$ cat config.mk
export PLATFORM = sky130hd
export DESIGN_NAME = mux_loopback_sequencer_flat
export DESIGN_NICKNAME = d
export VERILOG_FILES = /design/src/rtl/mux_seq_pkg.sv /design/src/rtl/mux_loopback_sequencer_if.sv /design/src/rtl/mux_loopback_sequencer_sel_counter.sv /design/src/rtl/mux_loopback_sequencer.sv /design/src/flat_wrapper.sv
export SDC_FILE = /design/constraint.sdc
export NUM_CORES = 1
export LEC_CHECK = 0
export ABC_AREA = 1
export CORE_UTILIZATION = 47
export DETAILED_ROUTE_END_ITERATION = 12
export PLACE_DENSITY = 0.87
export SLEW_MARGIN = 20
export SYNTH_ARGS = -nofsm -noshare
export SYNTH_HDL_FRONTEND = slang
export SYNTH_SLANG_ARGS = --single-unit
$ cat constraint.sdc
create_clock -name clk -period 1.7 [get_ports clk]
set_clock_uncertainty 0.1 [all_clocks]
set_input_delay 0.34 -clock clk [delete_from_list [all_inputs] [get_ports clk]]
set_output_delay 0.34 -clock clk [all_outputs]
set_load 0.02 [all_outputs]
$ cat src/rtl/mux_seq_pkg.sv
// Shared types and sizing helpers for the mux loopback sequencer.
//   state_e        : sequencer FSM encoding (IDLE, SHIFT, DONE)
//   DEFAULT_DATA_W : default mux data width
//   sel_w()        : select width for a given data width
package mux_seq_pkg;

   localparam int unsigned DEFAULT_DATA_W = 8;

   typedef enum logic [1:0] {
      IDLE  = 2'd0,
      SHIFT = 2'd1,
      DONE  = 2'd2
   } state_e;

   // Select width; a 1-bit select is the floor for degenerate widths.
   function automatic int unsigned sel_w(input int unsigned data_w);
      return (data_w < 2) ? 1 : $clog2(data_w);
   endfunction

endpackage

$ cat src/rtl/mux_loopback_sequencer_if.sv
// Load handshake plus mux loopback bus between the sequencer and its environment.
//   master : the sequencer (drives mux inputs/select, reports sampled stream and result)
//   slave  : the environment (drives load handshake, abort and the mux output Y)
interface mux_loopback_sequencer_if #(
   parameter int unsigned DATA_W = mux_seq_pkg::DEFAULT_DATA_W
);
   import mux_seq_pkg::*;

   localparam int unsigned SEL_W = sel_w(DATA_W);

   logic              load_valid;
   logic              load_ready;
   logic [DATA_W-1:0] load_data;
   logic              abort;
   logic [DATA_W-1:0] mux_data;
   logic [SEL_W-1:0]  mux_sel;
   logic              mux_y;
   logic              bit_valid;
   logic              bit_out;
   logic              done;
   logic              match;
   logic [DATA_W-1:0] cap_data;

   modport master (
      input  load_valid, load_data, abort, mux_y,
      output load_ready, mux_data, mux_sel, bit_valid, bit_out, done, match, cap_data
   );

   modport slave (
      output load_valid, load_data, abort, mux_y,
      input  load_ready, mux_data, mux_sel, bit_valid, bit_out, done, match, cap_data
   );

endinterface

$ cat src/rtl/mux_loopback_sequencer_sel_counter.sv
// Up/down select counter with synchronous load and enable.
//   clk, rst     : clock, async active-high reset (count clears to 0)
//   load_i       : load load_val_i (priority over enable)
//   load_val_i   : value to load
//   en_i         : step one position in the configured direction
//   cnt_o        : registered count
//   last_o       : count is at the final position for the direction
module sel_counter #(
   parameter int unsigned SEL_W    = 3,
   parameter bit          COUNT_UP = 1'b1
) (
   input  logic             clk,
   input  logic             rst,
   input  logic             load_i,
   input  logic [SEL_W-1:0] load_val_i,
   input  logic             en_i,
   output logic [SEL_W-1:0] cnt_o,
   output logic             last_o
);

   logic [SEL_W-1:0] cnt_q, cnt_d;

   // Next count: load beats step; no wrap handling needed since the FSM stops at last.
   always_comb begin
      cnt_d = cnt_q;
      if (load_i) begin
         cnt_d = load_val_i;
      end else if (en_i) begin
         cnt_d = COUNT_UP ? (cnt_q + SEL_W'(1)) : (cnt_q - SEL_W'(1));
      end
   end

   always_ff @(posedge clk or posedge rst) begin
      if (rst) cnt_q <= '0;
      else     cnt_q <= cnt_d;
   end

   assign cnt_o  = cnt_q;
   // Data width is a power of two, so the top select is all ones.
   assign last_o = COUNT_UP ? (&cnt_q) : (~|cnt_q);

endmodule

$ cat src/rtl/mux_loopback_sequencer.sv
// Drives a byte onto an 8-to-1 mux, walks the select through every input, samples Y
// as a serial stream, reassembles it and reports whether the mux returned the byte.
//   clk, rst : clock, async active-high reset
//   bus      : master side of the load handshake / mux loopback interface
//              (load_ready is combinational from state; all other outputs registered)
module mux_loopback_sequencer
   import mux_seq_pkg::*;
#(
   parameter int unsigned DATA_W    = DEFAULT_DATA_W,
   parameter bit          MSB_FIRST = 1'b0
) (
   input  logic                     clk,
   input  logic                     rst,
   mux_loopback_sequencer_if.master bus
);

   localparam int unsigned SEL_W = sel_w(DATA_W);
   localparam logic [SEL_W-1:0] SEL_START = MSB_FIRST ? SEL_W'(DATA_W - 1) : '0;

   state_e            state_q, state_d;
   logic [DATA_W-1:0] mux_data_q, mux_data_d;
   logic [DATA_W-1:0] cap_q, cap_d;
   logic              bit_valid_q, bit_valid_d;
   logic              bit_out_q, bit_out_d;
   logic              done_q, done_d;
   logic              match_q, match_d;

   logic              cnt_load_c;
   logic [SEL_W-1:0]  cnt_load_val_c;
   logic              cnt_en_c;
   logic [SEL_W-1:0]  sel_cnt;
   logic              sel_last;
   logic              load_ready_c;

   sel_counter #(
      .SEL_W    (SEL_W),
      .COUNT_UP (!MSB_FIRST)
   ) u_sel_counter (
      .clk        (clk),
      .rst        (rst),
      .load_i     (cnt_load_c),
      .load_val_i (cnt_load_val_c),
      .en_i       (cnt_en_c),
      .cnt_o      (sel_cnt),
      .last_o     (sel_last)
   );

   assign load_ready_c = (state_q == IDLE);

   // Next-state, capture and result logic.
   always_comb begin
      state_d        = state_q;
      mux_data_d     = mux_data_q;
      cap_d          = cap_q;
      bit_valid_d    = 1'b0;
      bit_out_d      = bit_out_q;
      done_d         = 1'b0;
      match_d        = match_q;
      cnt_load_c     = 1'b0;
      cnt_load_val_c = '0;
      cnt_en_c       = 1'b0;

      unique case (state_q)
         IDLE: begin
            if (bus.load_valid) begin
               mux_data_d     = bus.load_data;
               cap_d          = '0;
               match_d        = 1'b0;
               cnt_load_c     = 1'b1;
               cnt_load_val_c = SEL_START;
               state_d        = SHIFT;
            end
         end
         SHIFT: begin
            // Abort takes priority, including on the last-bit cycle.
            if (bus.abort) begin
               cnt_load_c = 1'b1;
               state_d    = IDLE;
            end else begin
               cap_d[sel_cnt] = bus.mux_y;
               bit_out_d      = bus.mux_y;
               bit_valid_d    = 1'b1;
               if (sel_last) begin
                  // Compare against the capture including the bit landing this edge.
                  done_d  = 1'b1;
                  match_d = (cap_d == mux_data_q);
                  state_d = DONE;
               end else begin
                  cnt_en_c = 1'b1;
               end
            end
         end
         DONE: begin
            cnt_load_c = 1'b1;
            state_d    = IDLE;
         end
         default: begin
            cnt_load_c = 1'b1;
            state_d    = IDLE;
         end
      endcase
   end

   always_ff @(posedge clk or posedge rst) begin
      if (rst) begin
         state_q     <= IDLE;
         mux_data_q  <= '0;
         cap_q       <= '0;
         bit_valid_q <= 1'b0;
         bit_out_q   <= 1'b0;
         done_q      <= 1'b0;
         match_q     <= 1'b0;
      end else begin
         state_q     <= state_d;
         mux_data_q  <= mux_data_d;
         cap_q       <= cap_d;
         bit_valid_q <= bit_valid_d;
         bit_out_q   <= bit_out_d;
         done_q      <= done_d;
         match_q     <= match_d;
      end
   end

   assign bus.load_ready = load_ready_c;
   assign bus.mux_data   = mux_data_q;
   assign bus.mux_sel    = sel_cnt;
   assign bus.bit_valid  = bit_valid_q;
   assign bus.bit_out    = bit_out_q;
   assign bus.done       = done_q;
   assign bus.match      = match_q;
   assign bus.cap_data   = cap_q;

endmodule

$ cat src/flat_wrapper.sv
// flat-port wrapper written by rule: the top's interface ports become plain ports
module mux_loopback_sequencer_flat import mux_seq_pkg::*;
#(
   parameter int unsigned DATA_W    = DEFAULT_DATA_W,
   parameter bit          MSB_FIRST = 1'b0
)
  (clk, rst, bus_load_valid, bus_load_data, bus_abort, bus_mux_y, bus_load_ready, bus_mux_data, bus_mux_sel, bus_bit_valid, bus_bit_out, bus_done, bus_match, bus_cap_data);
  mux_loopback_sequencer_if #(.DATA_W(DATA_W)) bus_i ();
  input  logic clk;
  input  logic rst;
  input wire logic [$bits(bus_i.load_valid)-1:0] bus_load_valid;
  input wire logic [$bits(bus_i.load_data)-1:0] bus_load_data;
  input wire logic [$bits(bus_i.abort)-1:0] bus_abort;
  input wire logic [$bits(bus_i.mux_y)-1:0] bus_mux_y;
  output wire logic [$bits(bus_i.load_ready)-1:0] bus_load_ready;
  output wire logic [$bits(bus_i.mux_data)-1:0] bus_mux_data;
  output wire logic [$bits(bus_i.mux_sel)-1:0] bus_mux_sel;
  output wire logic [$bits(bus_i.bit_valid)-1:0] bus_bit_valid;
  output wire logic [$bits(bus_i.bit_out)-1:0] bus_bit_out;
  output wire logic [$bits(bus_i.done)-1:0] bus_done;
  output wire logic [$bits(bus_i.match)-1:0] bus_match;
  output wire logic [$bits(bus_i.cap_data)-1:0] bus_cap_data;
  assign bus_i.load_valid = bus_load_valid;
  assign bus_i.load_data = bus_load_data;
  assign bus_i.abort = bus_abort;
  assign bus_i.mux_y = bus_mux_y;
  assign bus_load_ready = bus_i.load_ready;
  assign bus_mux_data = bus_i.mux_data;
  assign bus_mux_sel = bus_i.mux_sel;
  assign bus_bit_valid = bus_i.bit_valid;
  assign bus_bit_out = bus_i.bit_out;
  assign bus_done = bus_i.done;
  assign bus_match = bus_i.match;
  assign bus_cap_data = bus_i.cap_data;
  mux_loopback_sequencer #(.DATA_W(DATA_W), .MSB_FIRST(MSB_FIRST)) u_core (.clk(clk), .rst(rst), .bus(bus_i));
endmodule
### Yosys cells after proc, flatten, opt, wreduce, memory -nomap -nowiden

Index checks and enable logic that the tools add are counted.

* bits in registers: 25
* bits of input ports: 13
* output and inout port bits: 24
* word-level logic and storage cells: 55

* add/subtract/negate cells: 1
* $lt $le $gt $ge: 2
* equality and inequality tests: 6
* mux-type cells: 27
* bitwise operators: 1
* reduce and logical (&&, ||, !) cells: 10

Operator list (count)
* two-way mux 8 bit: 2
* case mux 8 bit (2 select lines): 1
* two-way mux 1 bit: 14
* bitwise mux 8 bit: 1
* == test 8 bit: 1
* two-way mux 2 bit: 3
* two-way mux 3 bit: 2
* AND reduction 2 bit: 3
* AND reduction 3 bit: 2
* less-than comparator 3 x 4 -> 1 bit (second input constant): 1
* inequality test 2 bit (second input constant): 2
* case mux 1 bit (2 select lines): 2
* case mux 2 bit (2 select lines): 1
* AND reduction 4 bit: 1
* nonzero test 2 bit: 2
* adder 3 x 1 -> 3 bit (second input constant): 1
* demux 1 bit (select 3 bit): 1
* >= comparator 3 x 1 -> 1 bit (second input constant): 1
* inequality test 3 x 2 -> 1 bit (second input constant): 1
* == test 2 x 1 -> 1 bit (second input constant): 1
* logical NOT 2 bit: 1
* inequality test 2 x 1 -> 1 bit (second input constant): 1
* logical AND 1 bit: 1
* NOT 1 bit: 1

### Depth between registers and ports, before layout

Gate-level depths: netlist of run 1.

* word-level depth: 9
* depth in mapped cells: 11
* depth with buffers taken out: 10

### Modules after synthesis

From an unflattened synthesis of run 1, not the netlist that was laid out.

* cells, all modules: 178
* area total of the unflattened synthesis: 1381.3 µm²

By module, submodules not included
* mux_loopback_sequencer: times used 1, cells each 158, area an instance 1212.4 µm², sequential area each 550.5 µm²
* sel_counter: times used 1, cells each 20, area an instance 168.9 µm², sequential area each 75.1 µm²

### Worst setup path after synthesis of run 1

No wires, ideal clock.

* kind: register to register
* start: reg u_core.u_sel_counter.cnt_q[1] (netlist: u_core.u_sel_counter.cnt_o[1])
* end: reg u_core.match_q (netlist: u_core.bus.match)
* setup time: 65 ps
* data arrival time: 1331 ps
* required time: 1535 ps
* slack: 203 ps
* stages on the path, launching flop included: 11
* path buffers: 0
* period minus slack after synthesis: 1497 ps
* cells stage by stage: dfrtp_1 ha_1 ha_1 inv_1 nor2_2 nand2_1 inv_1 nand2_1 nor2_1 nand3_1 nand2_1

* word-level cells in the longest chain between the ends: 9
* elaborated cells on any way between the ends: 13
* those cells by class: 2 x order compare; 2 x eq/ne; 6 x mux; 3 x reduce/logical

Ends and longest elaborated chain
* start: declaration: line mux_loopback_sequencer_sel_counter.sv:21 `logic [SEL_W-1:0] cnt_q, cnt_d;`
* start signal: assignment: line mux_loopback_sequencer_sel_counter.sv:35 `else cnt_q <= cnt_d;`
* less-than comparator 3 x 4 -> 1 bit (implied by the code) or >= comparator 3 x 1 -> 1 bit (tied branches): line mux_loopback_sequencer.sv:80 `cap_d[sel_cnt] = bus.mux_y;`
* logical AND 1 bit (implied by the code): line mux_loopback_sequencer.sv:80
* two-way mux 1 bit (implied by the code): line mux_loopback_sequencer.sv:80
* demux 1 bit (select 3 bit)
* bitwise mux 8 bit: line mux_loopback_sequencer.sv:80
* == test 8 bit: line mux_loopback_sequencer.sv:86 `match_d = (cap_d == mux_data_q);`
* two-way mux 1 bit: line mux_loopback_sequencer.sv:83 `if (sel_last) begin`
* two-way mux 1 bit: line mux_loopback_sequencer.sv:76 `if (bus.abort) begin`
* case mux 1 bit (2 select lines): line mux_loopback_sequencer.sv:63 `unique case (state_q)`
* end signal: assignment: line mux_loopback_sequencer.sv:120 `match_q <= match_d;`
* end: declaration: line mux_loopback_sequencer.sv:26 `logic match_q, match_d;`

Several ways; a longest one is shown, not always the timed one. The select of a mux whose other input is x is not followed.
A chain may end at the register's enable or synchronous reset.

### Final worst setup path of run 1

* start: reg u_core.state_q[0]
* end: out bus_load_ready

* word-level cells in the longest chain between the ends: 1

Ends and longest elaborated chain
* start: declaration: line mux_loopback_sequencer.sv:20 `state_e state_q, state_d;`
* start signal: assignment: line mux_loopback_sequencer.sv:114 `state_q <= state_d;`
* logical NOT 2 bit: line mux_loopback_sequencer.sv:48 `assign load_ready_c = (state_q == IDLE);`
* end: declaration: line flat_wrapper.sv:15 `output wire logic [$bits(bus_i.load_ready)-1:0] bus_load_ready;`

No other way between the ends.

==> results of run 1 <==
-- what timing repair did --
item,in CTS,in global routing
cloned,0,0
buffers inserted,0,1
resized for setup,24,4
endpoints found under the setup margin,24,3
-- cells in the final DEF (no fill, tap or decap), drive strengths merged, types with 6 or more instances in the layout --
cell type,netlist,final
nor2,16,16
o21ai,10,10
dfrtp,25,25
nand4,8,8
nand2,40,40
inv,28,28
dlygate4sd2,0,23
clkdlybuf4s50,0,12
nand3,23,23
a21oi,6,6
buf,4,14
-- registers in the layout, summed over array words and instances (netlist names) --
name                        count
u_core.bus.cap_data             8
u_core.bus.mux_data             8
u_core.u_sel_counter.cnt_o      3
u_core.state_q                  2
u_core.bus.bit_out              1
u_core.bus.bit_valid            1
u_core.bus.done                 1
u_core.bus.match                1
-- layout make-up --
type,count,area (sq um),share of cell area (%)
Clock buffer,4,26.3,1.47
Multi-Input combinational cell,113,553,30.9
Timing Repair Buffer,50,437,24.4
Inverter,28,113,6.28
Sequential cell,25,626,34.9
Tap cell,30,37.5,2.09
-- logic make-up after synthesis --
logic type	count (synthesis)
AOI/OAI and AO/OA	21
and+or+nand+nor	88
adders and majority gates	2
DFF	25
buffers and inverters	33
muxes	2
-- routing by layer --
metal  GRT usage (%)  vias to the layer above  routed length [microns]
met5               0                        -                        0
met4            13.3                        0                       87
met3            2.46                       11                      181
met2            46.0                       53                     1710
met1            32.9                      624                     1420
li1                -                      657                        -
-- worst min-delay path, cell delays in order --
cell,delay [ns]
clkdlybuf4s50_1,0.40
inv_1,0.05
buf_4,0.30
-- how the worst min path moves through the flow --
stage / startpoint / end / slack [ns] / depth (start not counted)
finish: rst / u_core.bus.mux_data[1] / 0.25 / 3
global route: rst / u_core.bus.mux_data[1] / 0.30 / 3
global placement: u_core.bus.bit_out / u_core.bus.bit_out / 0.39 / 2
floorplan: rst / u_core.bus.bit_out / 0.27 / 1
CTS: rst / u_core.bus.cap_data[5] / 0.26 / 3
detailed placement: u_core.bus.bit_out / u_core.bus.bit_out / 0.39 / 2
-- per-stage QoR --
| stage | std cells | power [mW] |
|---|---|---|
| 2_1_floorplan | 171 | 1.09 |
| 3_3_place_gp | 245 | 1.35 |
| 3_5_place_dp | 245 | 1.37 |
| 4_1_cts | 249 | 1.59 |
| 5_1_grt | 250 | 1.69 |
| 6_report | 250 | 1.59 |
-- power groups by stage --
stage | clock [mW] | combinational (mW) | sequential, mW
3_5_place_dp | 0 | 0.629 | 0.744
4_1_cts | 0.279 | 0.578 | 0.729
5_1_grt | 0.300 | 0.655 | 0.740
6_report | 0.276 | 0.590 | 0.727
3_3_place_gp | 0 | 0.614 | 0.737
2_1_floorplan | 0 | 0.263 | 0.824
==> reports/metrics.cfg, run 1 <==
[synthesis]
synthTopCellsByArea=dfrtp_1 (47%), nand2_1 (11%), nand3_1 (8.7%)
yosys.area_share.xor_xnor_pct=0
postSynthNetCount=186
synth.avg_cell_area_sq_um=7.71
synthesis.instances=171
synth.area.mux_share_pct=1.71
synth_seq_cells=25
synth_top_family_by_area=simple AND/OR/NAND/NOR gates
synth-compound-area-share_pct=8.44
yosys_warnings=0
synth_ff_type=dfrtp_1
ys_top_cells_by_count=nand2_1 (39), dfrtp_1 (25), inv_1 (24), nand3_1 (23), nor2_1 (14)
ys_async_sr_fraction_pct=100
synth.distinct_cells=21
synth_top_area_share_pct=47.4
synthAdderAreaFrac_pct=1.90
synth_most_common_cell=nand2_1
synth_largest_area_cell=dfrtp_1
ys_seq_area_share_pct=47.4
synth-edff-count=0
synthSimpleGateAreaFrac_pct=29.5
synth_area_sq_um=1320

[grt]
grt-ovfl-total=0
grt_antenna_before_repair=0
track_usage_pct=26.6
grt_pass1_wl_microns=5650
grt_max_degree=26
grt_pass1_vias=1331

[sta]
fin_ws_ns=0.0648
rsz0062_at_grt=no
tightest_slew_ns=0.326
setup_tns_ns=0
max_slew_margin_pct=78.3
hold_violations=0
hold_slack_ns=0.247
slew_viol_final=0
fmax_mhz=612
setup_viol=0
fin_crit_ns=1.64
period_share_pct=96.2

[worst_setup_path]
cp.required_ns=1.26
critPathMaxFanout=2
timing.rr.start=u_core.u_sel_counter.cnt_o[1]
cp.depth=2
reg2reg_depth=8
critPathLaunch=u_core.state_q[0]
cp_cell_sequence=nor2_1 > clkdlybuf4s15_1
critPathKind=reg -> out
endpoint_kind=output pin
cp_num_buf_inv=1
start_kind=flip-flop
crit_family=flip-flops
arrival_ns=1.20
r2r-end=u_core.bus.match
slowest_stage=dfrtp_1
endpoint=bus_load_ready
slowest_delay_ns=0.41
r2r_slack_ns=0.14

[placed_design]
place.gp.congestion=0.922
dp_hpwl_microns=2560
io_buffers=36
dpl_cell_area_sq_um=1780
place_worst_setup_slack_ns=-0.0822

[die]
row_count=18
design.die.area_sq_um=3020
start_util_pct=51.4
die_h_microns=55.0
pin_count=37
core_area_sq_um=2570
fp.dieW_microns=55.0

[clock_tree]
ctsLongestPathBuffers=2
htreeDepth=1
cts_sinks=25
tritoncts=yes
clkSlewWorstSetupHoldPaths_ns=0.14
hold_buffers=0
clkLatencyLatePin_ns=0.32
cts_buffers=3
cts_root_buf=clkbuf_4

[power]
intPower_uw=993
combPwrFrac_pct=37.1
switching_share_pct=37.7
powerDensity_nw_per_um2=889
leakage_nw=0.956
ir_drop_mv=0.648
power.share.clock_pct=17.3
power_switching_uw=600
seq_power_share_pct=45.6

[job]
maxCapViolations=0

[final_layout]
num_antenna_cells=0
fillers=223
final_area_sq_um=1790
syn_to_final_growth_pct=35.9
fin_util_pct=69.8
drive_gt1_share_pct=11.8
fin_nets=236

[routing]
first_pass_iters=4
drt-wirelength-per-cell_microns=13.6
routed_wirelength_microns=3400
vias_per_cell=5.38
dr_total_vias=1345
drc_errors=0
postRouteAntennaNets=0
drtIter0Drc=36

[status]
status=finished clean

[min_path]
worst_hold_path_type=in -> async

Note: power is estimated with default switching activity, not from simulation.
==> run 2, diff against run 1 <==
MAX_ROUTING_LAYER = met4   (was default)
==> run 2 against run 1 <==
- flip-flop and latch count unchanged
- routed wire length down 3.2%
- fmax up 2.1%
- final cell count down 0.40%
==> reports/metrics.cfg, run 2 (same netlist as run 1, synthesis figures left out) <==
[routing]
drc_errors=0
drtIter0Drc=33
postRouteAntennaNets=0
routed_wirelength_microns=3290
first_pass_iters=5
vias_per_cell=5.33
drt-wirelength-per-cell_microns=13.2
dr_total_vias=1327

[sta]
setup_viol=0
hold_violations=0
tightest_slew_ns=0.328
fmax_mhz=624
fin_crit_ns=1.60
setup_tns_ns=0
max_slew_margin_pct=78.1
period_share_pct=94.2
slew_viol_final=0
rsz0062_at_grt=no

[die]
die_h_microns=55.0
row_count=18
fp.dieW_microns=55.0
pin_count=37
design.die.area_sq_um=3020
core_area_sq_um=2570
start_util_pct=51.4

[worst_setup_path]
endpoint_kind=output pin
critPathMaxFanout=8
timing.rr.start=u_core.u_sel_counter.cnt_o[0]
cp_cell_sequence=dlygate4sd2_1
reg2reg_depth=10
crit_family=flip-flops
start_kind=flip-flop
slowest_delay_ns=0.50
critPathKind=reg -> out
arrival_ns=1.16
r2r-end=u_core.bus.match
slowest_stage=dfrtp_2
cp.required_ns=1.26
r2r_slack_ns=0.14
cp_num_buf_inv=1

[power]
leakage_nw=0.945
powerDensity_nw_per_um2=890
ir_drop_mv=0.638

[final_layout]
syn_to_final_growth_pct=35.3
drive_gt1_share_pct=13.2
instances_no_fill=249
fin_nets=235
num_antenna_cells=0
final_cell_mix=nand2_1 (39), inv_1 (24), nand3_1 (23), dlygate4sd2_1 (23), dfrtp_1 (23)
final_common_cell=nand2_1

[placed_design]
dpl.cell_count=245
dp_hpwl_microns=2500
io_buffers=36
place.gp.congestion=0.912

[clock_tree]
ctsLongestPathBuffers=2
htreeDepth=1
tritoncts=yes
cts_buffers=3
clkSlewWorstSetupHoldPaths_ns=0.14
cts_root_buf=clkbuf_4
clkLatencyLatePin_ns=0.32
cts_sinks=25

[grt]
grt_pass1_vias=1267
grt_antenna_before_repair=0
grt_pass1_wl_microns=5640
grt-ovfl-total=0
grt_max_degree=26
track_usage_pct=27.2

[status]
status=finished clean

[min_path]
worst_hold_path_type=in -> async

[job]
maxCapViolations=0

[run 2: changes by cell type in the layout (fill, tap and decap cells not counted), sizes merged]
cell,change
buf,-1
clkdlybuf4s15,-1
clkbuf,+1
[run 2: where the power goes]
part	total, mW	switching (mW)	internal, mW
sequential	0.730	0.0605	0.670
combinational	0.581	0.353	0.228
clock	0.277	0.185	0.0920
[run 2: cell type report]
cell class | instances | area [sq um]
tap | 30 | 37.5
inverter | 28 | 113
clock buffer | 4 | 26.3
fill | 227 | 783
timing repair buffer | 49 | 424
multi-input combinational | 113 | 556
sequential | 25 | 628
[run 2: worst max path at each step]
stage,start,end,slack (ns),cells past startpoint
2_1_floorplan,u_core.u_sel_counter.cnt_o[1],u_core.bus.match,0.20,10
3_3_place_gp,bus_mux_y,u_core.bus.match,-0.04,10
3_5_place_dp,bus_mux_y,u_core.bus.match,-0.09,9
4_1_cts,u_core.state_q[0],bus_load_ready,0.005,2
5_1_grt,u_core.u_sel_counter.cnt_o[2],u_core.bus.match,0.005,10
6_report,u_core.u_sel_counter.cnt_o[2],bus_mux_sel[2],0.1,1
[run 2: routing by layer]
metal,vias to the layer above,global-route usage [%],part of all wire [%]
met1,603,34.8,42
met4,0,10.0,1.8
met2,66,44.4,50
met5,-,-,0
met3,7,3.28,6.4
li1,651,-,-
[run 2: through the flow]
| stage | utilization [%] | cell area [sq um] | setup slack, ns | hold slack [ns] | power [mW] |
|---|---|---|---|---|---|
| after floorplan | - | 1320 | 0.203 | 0.267 | 1.09 |
| after global placement | 69.3 | 1780 | -0.0401 | 0.397 | 1.35 |
| after detailed placement | 69.3 | 1780 | -0.0864 | 0.395 | 1.37 |
| after CTS | 69.2 | 1780 | 0.00489 | 0.258 | 1.59 |
| after global routing | 69.5 | 1780 | 0.00505 | 0.304 | 1.69 |
| final | 69.5 | 1780 | 0.0981 | 0.247 | 1.59 |
[run 2: repair_timing]
item                                    CTS  global route
resized for setup                        25             7
setup buffers                             0             0
hold buffers                              0             0
endpoints found under the setup margin   24             5
